`config.mk`:
```
export PLATFORM = sky130hd
export DESIGN_NAME = fifo_burst_reader
export DESIGN_NICKNAME = d
export VERILOG_FILES = /design/src/rtl/fifo_burst_pkg.sv /design/src/rtl/fifo_burst_reader.sv
export SDC_FILE = /design/constraint.sdc
export NUM_CORES = 1
export LEC_CHECK = 0
export CORE_MARGIN = 2
export CORE_UTILIZATION = 37
export DETAILED_ROUTE_END_ITERATION = 10
export MAX_ROUTING_LAYER = met4
export PLACE_DENSITY = 0.65
export SYNTH_ARGS = -nofsm -noshare
export SYNTH_HDL_FRONTEND = slang
export SYNTH_SLANG_ARGS = --single-unit
```
`constraint.sdc`:
```
create_clock -name clk -period 1.9 [get_ports clk]
set_input_delay 0.285 -clock clk [delete_from_list [all_inputs] [get_ports clk]]
set_output_delay 0.285 -clock clk [all_outputs]
set_load 0.1 [all_outputs]
```
`src/rtl/fifo_burst_pkg.sv`:
```
// Shared types and helpers for the FIFO burst reader.
//   state_t        : drain FSM encoding (IDLE / CMD / DATA)
//   calc_len_width : bits needed to hold a count 0..max_val (at least 1)
package fifo_burst_pkg;

  typedef enum logic [1:0] {
    IDLE = 2'd0,
    CMD  = 2'd1,
    DATA = 2'd2
  } state_t;

  function automatic int calc_len_width(input int max_val);
    return (max_val < 1) ? 1 : $clog2(max_val + 1);
  endfunction

endpackage

```
`src/rtl/fifo_burst_reader.sv`:
```
// Read-side drain engine for the synchronous valid/ready FIFO. Turns the
// FIFO word stream into length-tagged bursts: a command handshake carrying
// the burst length, then exactly that many data beats with last on the
// final one. Words stranded below the almost-full threshold are drained as
// single-beat bursts once the flush timer expires.
//
// Ports
//   clk, rst_n          : clock (rising edge), async active-low reset
//   fifo_valid_i        : FIFO not empty
//   fifo_ready_o        : FIFO pop
//   fifo_data_i         : FIFO head word
//   fifo_almost_full_i  : FIFO almost-full flag
//   cmd_valid_o/ready_i : burst command handshake
//   cmd_len_o           : beats in the commanded burst (BURST_LEN or 1)
//   out_valid_o/ready_i : data beat handshake
//   out_data_o          : data beat
//   out_last_o          : final beat of the burst
//   busy_o              : FSM not idle
//
// state | meaning
// ------+-------------------------------------------------------------
// IDLE  | wait for almost-full (full burst) or flush + data (1 beat)
// CMD   | present cmd_valid_o with a frozen cmd_len_o until accepted
// DATA  | pass FIFO words through until beat_cnt beats are transferred
module fifo_burst_reader
  import fifo_burst_pkg::*;
#(
  parameter  int DATA_WIDTH    = 4,
  parameter  int BURST_LEN     = 4,
  parameter  int FLUSH_TIMEOUT = 16,
  localparam int LEN_WIDTH     = calc_len_width(BURST_LEN)
) (
  input  logic                  clk,
  input  logic                  rst_n,
  input  logic                  fifo_valid_i,
  output logic                  fifo_ready_o,
  input  logic [DATA_WIDTH-1:0] fifo_data_i,
  input  logic                  fifo_almost_full_i,
  output logic                  cmd_valid_o,
  input  logic                  cmd_ready_i,
  output logic [LEN_WIDTH-1:0]  cmd_len_o,
  output logic                  out_valid_o,
  input  logic                  out_ready_i,
  output logic [DATA_WIDTH-1:0] out_data_o,
  output logic                  out_last_o,
  output logic                  busy_o
);

  localparam int                   TMR_WIDTH = calc_len_width(FLUSH_TIMEOUT);
  localparam logic [LEN_WIDTH-1:0] FULL_LEN  = LEN_WIDTH'(BURST_LEN);
  localparam logic [LEN_WIDTH-1:0] ONE_LEN   = LEN_WIDTH'(1);
  localparam logic [TMR_WIDTH-1:0] TMR_LIMIT = TMR_WIDTH'(FLUSH_TIMEOUT);
  localparam logic [TMR_WIDTH-1:0] TMR_ONE   = TMR_WIDTH'(1);
  localparam bit                   FLUSH_EN  = (FLUSH_TIMEOUT > 0);

  state_t               state, state_nxt;
  logic [LEN_WIDTH-1:0] len_q, len_nxt;
  logic [LEN_WIDTH-1:0] beat_cnt, beat_cnt_nxt;
  logic [TMR_WIDTH-1:0] timer, timer_nxt;
  logic                 flush, flush_nxt;
  logic                 timer_run;
  logic                 out_hs;

  always_ff @(posedge clk or negedge rst_n) begin
    if (!rst_n) begin
      state    <= IDLE;
      len_q    <= '0;
      beat_cnt <= '0;
      timer    <= '0;
      flush    <= 1'b0;
    end else begin
      state    <= state_nxt;
      len_q    <= len_nxt;
      beat_cnt <= beat_cnt_nxt;
      timer    <= timer_nxt;
      flush    <= flush_nxt;
    end
  end

  always_comb begin
    state_nxt    = state;
    len_nxt      = len_q;
    beat_cnt_nxt = beat_cnt;
    cmd_valid_o  = 1'b0;
    fifo_ready_o = 1'b0;
    out_valid_o  = 1'b0;
    out_last_o   = 1'b0;
    out_hs       = 1'b0;
    unique case (state)
      IDLE: begin
        // Almost-full wins over flush so a filling FIFO is drained in
        // full bursts even if a flush was already pending.
        if (fifo_almost_full_i) begin
          state_nxt = CMD;
          len_nxt   = FULL_LEN;
        end else if (flush && fifo_valid_i) begin
          state_nxt = CMD;
          len_nxt   = ONE_LEN;
        end
      end
      CMD: begin
        cmd_valid_o = 1'b1;
        if (cmd_ready_i) begin
          state_nxt    = DATA;
          beat_cnt_nxt = len_q;
        end
      end
      DATA: begin
        out_valid_o  = fifo_valid_i;
        fifo_ready_o = out_ready_i;
        out_last_o   = (beat_cnt == ONE_LEN) && fifo_valid_i;
        out_hs       = fifo_valid_i && out_ready_i;
        if (out_hs) begin
          beat_cnt_nxt = beat_cnt - ONE_LEN;
          if (beat_cnt == ONE_LEN) begin
            state_nxt = IDLE;
          end
        end
      end
      default: state_nxt = IDLE;
    endcase
  end

  // The timer only runs while words sit in the FIFO below threshold and no
  // flush is pending; any break in that condition restarts the count.
  assign timer_run = (state == IDLE) && fifo_valid_i && !fifo_almost_full_i && !flush;

  always_comb begin
    timer_nxt = '0;
    flush_nxt = flush;
    if (timer_run) begin
      timer_nxt = (timer == TMR_LIMIT) ? timer : timer + TMR_ONE;
    end
    if (state == IDLE) begin
      if (!fifo_valid_i || fifo_almost_full_i) begin
        flush_nxt = 1'b0;
      end else if (FLUSH_EN && timer_run && (timer_nxt == TMR_LIMIT)) begin
        flush_nxt = 1'b1;
      end
    end
  end

  assign cmd_len_o  = len_q;
  assign out_data_o = fifo_data_i;
  assign busy_o     = (state != IDLE);

endmodule

```
==> results.py, run 1 <==
metrics = {
    "status": {
        "status": "finished, final reports clean",
    },
    "logic_synthesis": {
        "yosys-top-cells-count": "13 x dfrtp_1, 8 x nor2_1, 7 x inv_1",
        "synth.largest_area_cell": "dfrtp_1",
        "ys_warn_count": 0,
        "synth_top_area_share_pct": 43.3,
        "synth_edf_count": 0,
        "synth_seq_area_share_pct": 43.3,
        "ys_types": 31,
        "async_flop_share_pct": 100,
        "syn_area_per_cell_um2": 9.16,
        "synthTopCellsByArea": "dfrtp_1 43%, ha_1 6.7%, buf_4 5.0%, nor2_1 4.0%, inv_1 3.5%",
        "synth_seq_cells": 13,
        "syn_area_um2": 751,
        "synth_fp_nets": 96,
        "synth_most_common_cell": "dfrtp_1",
        "synth_flop_cell": "dfrtp_1",
        "synth_cells": 82,
    },
    "global_route": {
        "grt_first_pass_wirelength_mm": 2.50,
        "grt_max_degree": 14,
        "first_global_vias": 595,
        "antenna_found_initial": 0,
        "grt_use_total_pct": 14.2,
        "overflow": 0,
    },
    "sta": {
        "rsz0062_at_grt": "no",
        "relSlewSlack_pct": 59.8,
        "finalWorstSetupSlack_ns": 0.0614,
        "setup_viol": 0,
        "drv_slew": 0,
        "period_share_pct": 96.8,
        "finClkSkew_ns": 0.00426,
        "period_minus_slack_ns": 1.84,
        "max_freq_mhz": 544,
        "worst_slew_pin_slew_ns": 0.601,
        "hold_violations": 0,
    },
    "detailed_routing": {
        "drcViolationCount": 0,
        "dr.pass1.iters": 4,
        "vias": 619,
        "ant_nets": 0,
        "wire_per_inst_um": 12.0,
        "drt_iter0_drc": 6,
        "routed_via_density": 4.99,
        "wl_mm": 1.49,
    },
    "layout": {
        "drive_gt1_share_pct": 25.8,
        "layout.nets": 112,
        "n_antenna_cell": 0,
        "final_cells": 124,
        "postLayoutCoreUtil_pct": 51.9,
        "finalInstanceArea_mm2": 0.00101,
        "area_delta_synth_final_pct": 34.3,
    },
    "power_and_ir_drop": {
        "peakVddDrop_uv": 1140,
        "finalPower_mw": 1.39,
        "p_per_area_mw_per_mm2": 1370,
        "power_leakage_nw": 0.445,
    },
    "worst_hold_path": {
        "worst_hold_path_type": "primary input to async pin",
    },
    "critical_path": {
        "rr_worst_depth": 5,
        "end_kind": "primary output",
        "worst-setup-path-type": "primary input to primary output",
        "r2r-start": "state[1]",
        "critical_path.startpoint_type": "primary input",
        "arrival_ns": 1.55,
        "worstPathRequired_ns": 1.62,
        "reg2reg_to": "flush",
        "r2r_slack_ns": 0.15,
        "worstPathMaxFanout": 5,
    },
    "placed_design": {
        "port_buffers": 12,
        "post-dp-hpwl_mm": 1.17,
        "place_congestion": 0.724,
        "pre_cts_ws_ns": 0.0520,
        "dp.cells": 120,
        "place_area_um2": 982,
    },
    "die": {
        "ioPinCount": 22,
        "rows": 16,
        "start_util_pct": 38.7,
        "die_y_um": 49.0,
        "dieArea_mm2": 0.00241,
        "core_mm2": 0.00194,
        "die_x_um": 49.0,
    },
    "job": {
        "maxCapViolations": 0,
    },
    "cts": {
        "clockBufferDepth": 2,
        "clk_pin_slew_ns": 0.08,
        "htreeDepth": 1,
        "cts_num_sinks": 13,
        "post_cts.repair.setup_buffers": 0,
        "cts_root_buffer": "clkbuf_4",
        "numCtsBuffers": 3,
        "cts_tree": "built",
        "insertion_delay_ns": 0.28,
    },
}
report_power, final:
| part | switching [mW] | internal, mW | total, mW |
|---|---|---|---|
| Combinational | 0.497 | 0.317 | 0.814 |
| Sequential | 0.0654 | 0.332 | 0.397 |
| Clock | 0.0924 | 0.0815 | 0.174 |
| Total | 0.655 | 0.730 | 1.39 |
repair_timing:
| action | 4_1_cts | 5_1_grt |
|---|---|---|
| resized for setup | 0 | 0 |
| endpoints found under the setup margin | 1 | 0 |
| hold buffers | 0 | 0 |
critical path, cell delays in order:
cell and delay [ns]:
clkdlybuf4s50_1 0.50, buf_4 0.15, inv_1 0.08, nor4b_4 0.33, buf_12 0.21
placed cells by master, fill, tap and decap left out, types with 2 or more instances in the layout:
cell             netlist  routed
a211oi_1               2       2
a21oi_1                3       3
buf_12                 0       5
buf_4                  5       8
clkbuf_4               0       3
clkdlybuf4s50_1        0       5
dfrtp_1               13      12
ha_1                   4       4
inv_1                  7       7
nand2_1                6       6
nand2b_1               3       2
nand3_1                3       3
nor2_1                 8       6
nor2_2                 0       2
nor3_1                 2       2
nor3b_1                2       2
o21ai_0                3       3
o22ai_1                2       2
xnor2_1                2       2
xor2_1                 2       2
state kept, by name, summed over array words and instances, names as in the netlist:
register   count
flush          1
timer          5
beat_cnt       3
cmd_len_o      2
state          2
metrics by stage:
stage	hold WS [ns]	TNS (ns)
after floorplan	-0.0106	-0.224
after global placement	0.534	0
after detailed placement	0.532	0
after CTS	0.396	0
after global routing	0.407	0
final	0.379	0
logic make-up after synthesis:
family	after synthesis	synth area share (%)
adder cells (fa/ha/maj)	4	6.67
AND/OR/NAND/NOR	30	21.8
other	1	0.500
buffers and inverters	15	10.2
flip-flops	13	43.3
AO/OA/AOI/OAI	15	12.8
XOR/XNOR	4	4.67
worst max path at each step:
stage | startpoint | endpoint | cells past startpoint
5_1_grt | state[0] | out_last_o | 4
6_report | fifo_valid_i | out_last_o | 5
3_5_place_dp | fifo_almost_full_i | flush | 5
3_3_place_gp | fifo_valid_i | flush | 5
2_1_floorplan | state[0] | out_last_o | 3
4_1_cts | state[0] | out_last_o | 4
area by class of cell:
cell class | instances | area [um2]
inverter | 8 | 35.0
sequential | 13 | 327
clock buffer | 4 | 26.3
fill | 184 | 933
timing repair buffer | 18 | 210
multi-input combinational | 54 | 377
tap | 27 | 33.8
per-layer routing:
metal | GRT usage, % | vias to the layer above | routed length [um]
met5 | - | - | 0
met4 | 11.4 | 0 | 31
met3 | 2.45 | 6 | 61
met2 | 23.5 | 12 | 753
met1 | 14.8 | 299 | 640
li1 | - | 302 | -
Note: power is estimated with default switching activity, not from simulation.
==> inputs of run 2 (changes only) <==
CORE_MARGIN = not set   (was 2)
==> run 2 against run 1 <==
Effect of this change:
- sequential share of layout area grew 0.41 points
- critical path depth shrank 2
- clock power shrank 3%
- cell count shrank 2.4%
- combinational power shrank 3.1%
- hold slack lost 0.00066 ns
- total power shrank 1.3%
- setup slack gained 0.036 ns
- critical endpoint unchanged
==> results.py, run 2 (same netlist as run 1, synthesis figures left out) <==
metrics = {
    "critical_path": {
        "arrival_ns": 1.52,
        "worstPathMaxFanout": 11,
        "critical_path.startpoint_type": "register",
        "worstPathRequired_ns": 1.62,
        "rr_worst_depth": 5,
        "worst-setup-path-type": "register to primary output",
        "r2r-start": "state[0]",
        "end_kind": "primary output",
        "r2r_slack_ns": 0.16,
        "reg2reg_to": "flush",
    },
    "power_and_ir_drop": {
        "power_switching_mw": 0.648,
        "p_sw_share_pct": 47.4,
        "p_int_mw": 0.719,
        "power_leakage_nw": 0.439,
        "peakVddDrop_uv": 633,
        "pwr-share-seq_pct": 30.0,
        "p_comb_share_pct": 57.7,
        "finalPower_mw": 1.37,
        "pwr-share-clk_pct": 12.3,
        "p_per_area_mw_per_mm2": 1370,
    },
    "sta": {
        "max_freq_mhz": 555,
        "rsz0062_at_grt": "no",
        "relSlewSlack_pct": 60.8,
        "drv_slew": 0,
        "period_share_pct": 94.9,
        "setup_viol": 0,
        "worst_slew_pin_slew_ns": 0.586,
        "period_minus_slack_ns": 1.80,
        "finalSetupTns_ns": 0,
        "hold_violations": 0,
        "finClkSkew_ns": 0.00839,
        "holdWs_ns": 0.378,
    },
    "layout": {
        "largest_reg_flops": 5,
        "multiInputGateArea_um2": 377,
        "area_delta_synth_final_pct": 33.2,
        "regArea_um2": 328,
        "drive_gt1_share_pct": 26.0,
        "finalInstanceArea_um2": 1000,
        "reg.largest.list": "timer: 5 flops, beat_cnt: 3 flops",
        "n_antenna_cell": 0,
        "layout.nets": 111,
        "fillers": 180,
        "regMostFlops": "timer",
        "final_common_cell": "dfrtp_1",
        "final_cell_mix": "11 x dfrtp_1, 7 x inv_1, 7 x buf_4, 6 x nor2_1, 6 x nand2_1",
    },
    "global_route": {
        "use_met1_pct": 23.8,
        "grt_util_met2_pct": 23.9,
        "grt_max_degree": 14,
        "grt_first_pass_wirelength_mm": 2.53,
        "first_global_vias": 560,
        "antenna_found_initial": 0,
        "grt_busiest_layer": "met2",
        "overflow": 0,
        "grt_use_total_pct": 17.0,
        "grtUsageMet3_pct": 5.77,
    },
    "placed_design": {
        "place_congestion": 0.854,
        "port_buffers": 12,
        "post-dp-hpwl_mm": 1.11,
        "place_area_um2": 972,
    },
    "detailed_routing": {
        "ant_nets": 0,
        "vias": 576,
        "wire_per_inst_um": 11.7,
        "wl_mm": 1.41,
        "dr.pass1.iters": 4,
        "drcViolationCount": 0,
        "drt_iter0_drc": 8,
        "routed_via_density": 4.76,
    },
    "cts": {
        "cts_root_buffer": "clkbuf_4",
        "cts_resized": 0,
        "cts_num_sinks": 13,
        "numCtsBuffers": 3,
        "insertion_delay_ns": 0.27,
        "post_cts.repair.setup_buffers": 0,
        "cts_tree": "built",
        "htreeDepth": 1,
        "clk_pin_slew_ns": 0.08,
        "clockBufferDepth": 2,
        "cts_hold_buf": 0,
    },
    "die": {
        "die_x_um": 47.0,
        "ioPinCount": 22,
        "dieArea_mm2": 0.00221,
        "die_y_um": 47.0,
        "rows": 15,
        "core_mm2": 0.00182,
        "start_util_pct": 41.2,
    },
    "status": {
        "status": "finished, final reports clean",
    },
    "worst_hold_path": {
        "worst_hold_path_type": "primary input to async pin",
    },
    "job": {
        "maxCapViolations": 0,
    },
}
-- run 2: power by group through the flow --
stage / logic (mW) / clock network [mW] / registers (mW)
after global routing: 0.852 / 0.192 / 0.421
after detailed placement: 0.794 / 0 / 0.414
after global placement: 0.784 / 0 / 0.412
after CTS: 0.797 / 0.178 / 0.408
final: 0.789 / 0.168 / 0.410
after floorplan: 0.610 / 0 / 0.400
-- run 2: metal layers --
layer	share of wire (%)	wire length [um]
met3	4.2	60
met1	51	725
met2	44	621
met4	0.50	7
met5	0	0
-- run 2: stage by stage --
stage / utilization, % / setup slack [ns] / std cells
2_1_floorplan: - / -0.224 / 82
4_1_cts: 54.8 / 0.0641 / 121
6_report: 54.9 / 0.0969 / 121
3_5_place_dp: 53.4 / 0.0714 / 117
5_1_grt: 54.9 / 0.0178 / 121
3_3_place_gp: 53.4 / 0.0649 / 117
-- run 2: worst max path at each step --
stage / startpoint / endpoint / slack, ns / depth (start not counted)
global route: state[0] / out_last_o / 0.02 / 3
global placement: fifo_almost_full_i / flush / 0.06 / 5
CTS: state[0] / out_last_o / 0.06 / 3
detailed placement: fifo_almost_full_i / flush / 0.07 / 5
floorplan: state[0] / out_last_o / -0.22 / 3
finish: state[0] / out_last_o / 0.1 / 3
-- run 2: worst max-delay path, stage by stage, from the launching register on --
cell and delay, ns:
dfrtp_2 0.46, nand2b_4 0.22, nor4b_4 0.35, buf_12 0.21
-- run 2: area by class of cell --
cell class	count	share of cell area, %
clock buffers	4	2.63
inverters	8	3.50
multi-input cells	54	37.7
flip-flops and latches	13	32.8
well taps	25	3.13
repair buffers	17	20.3
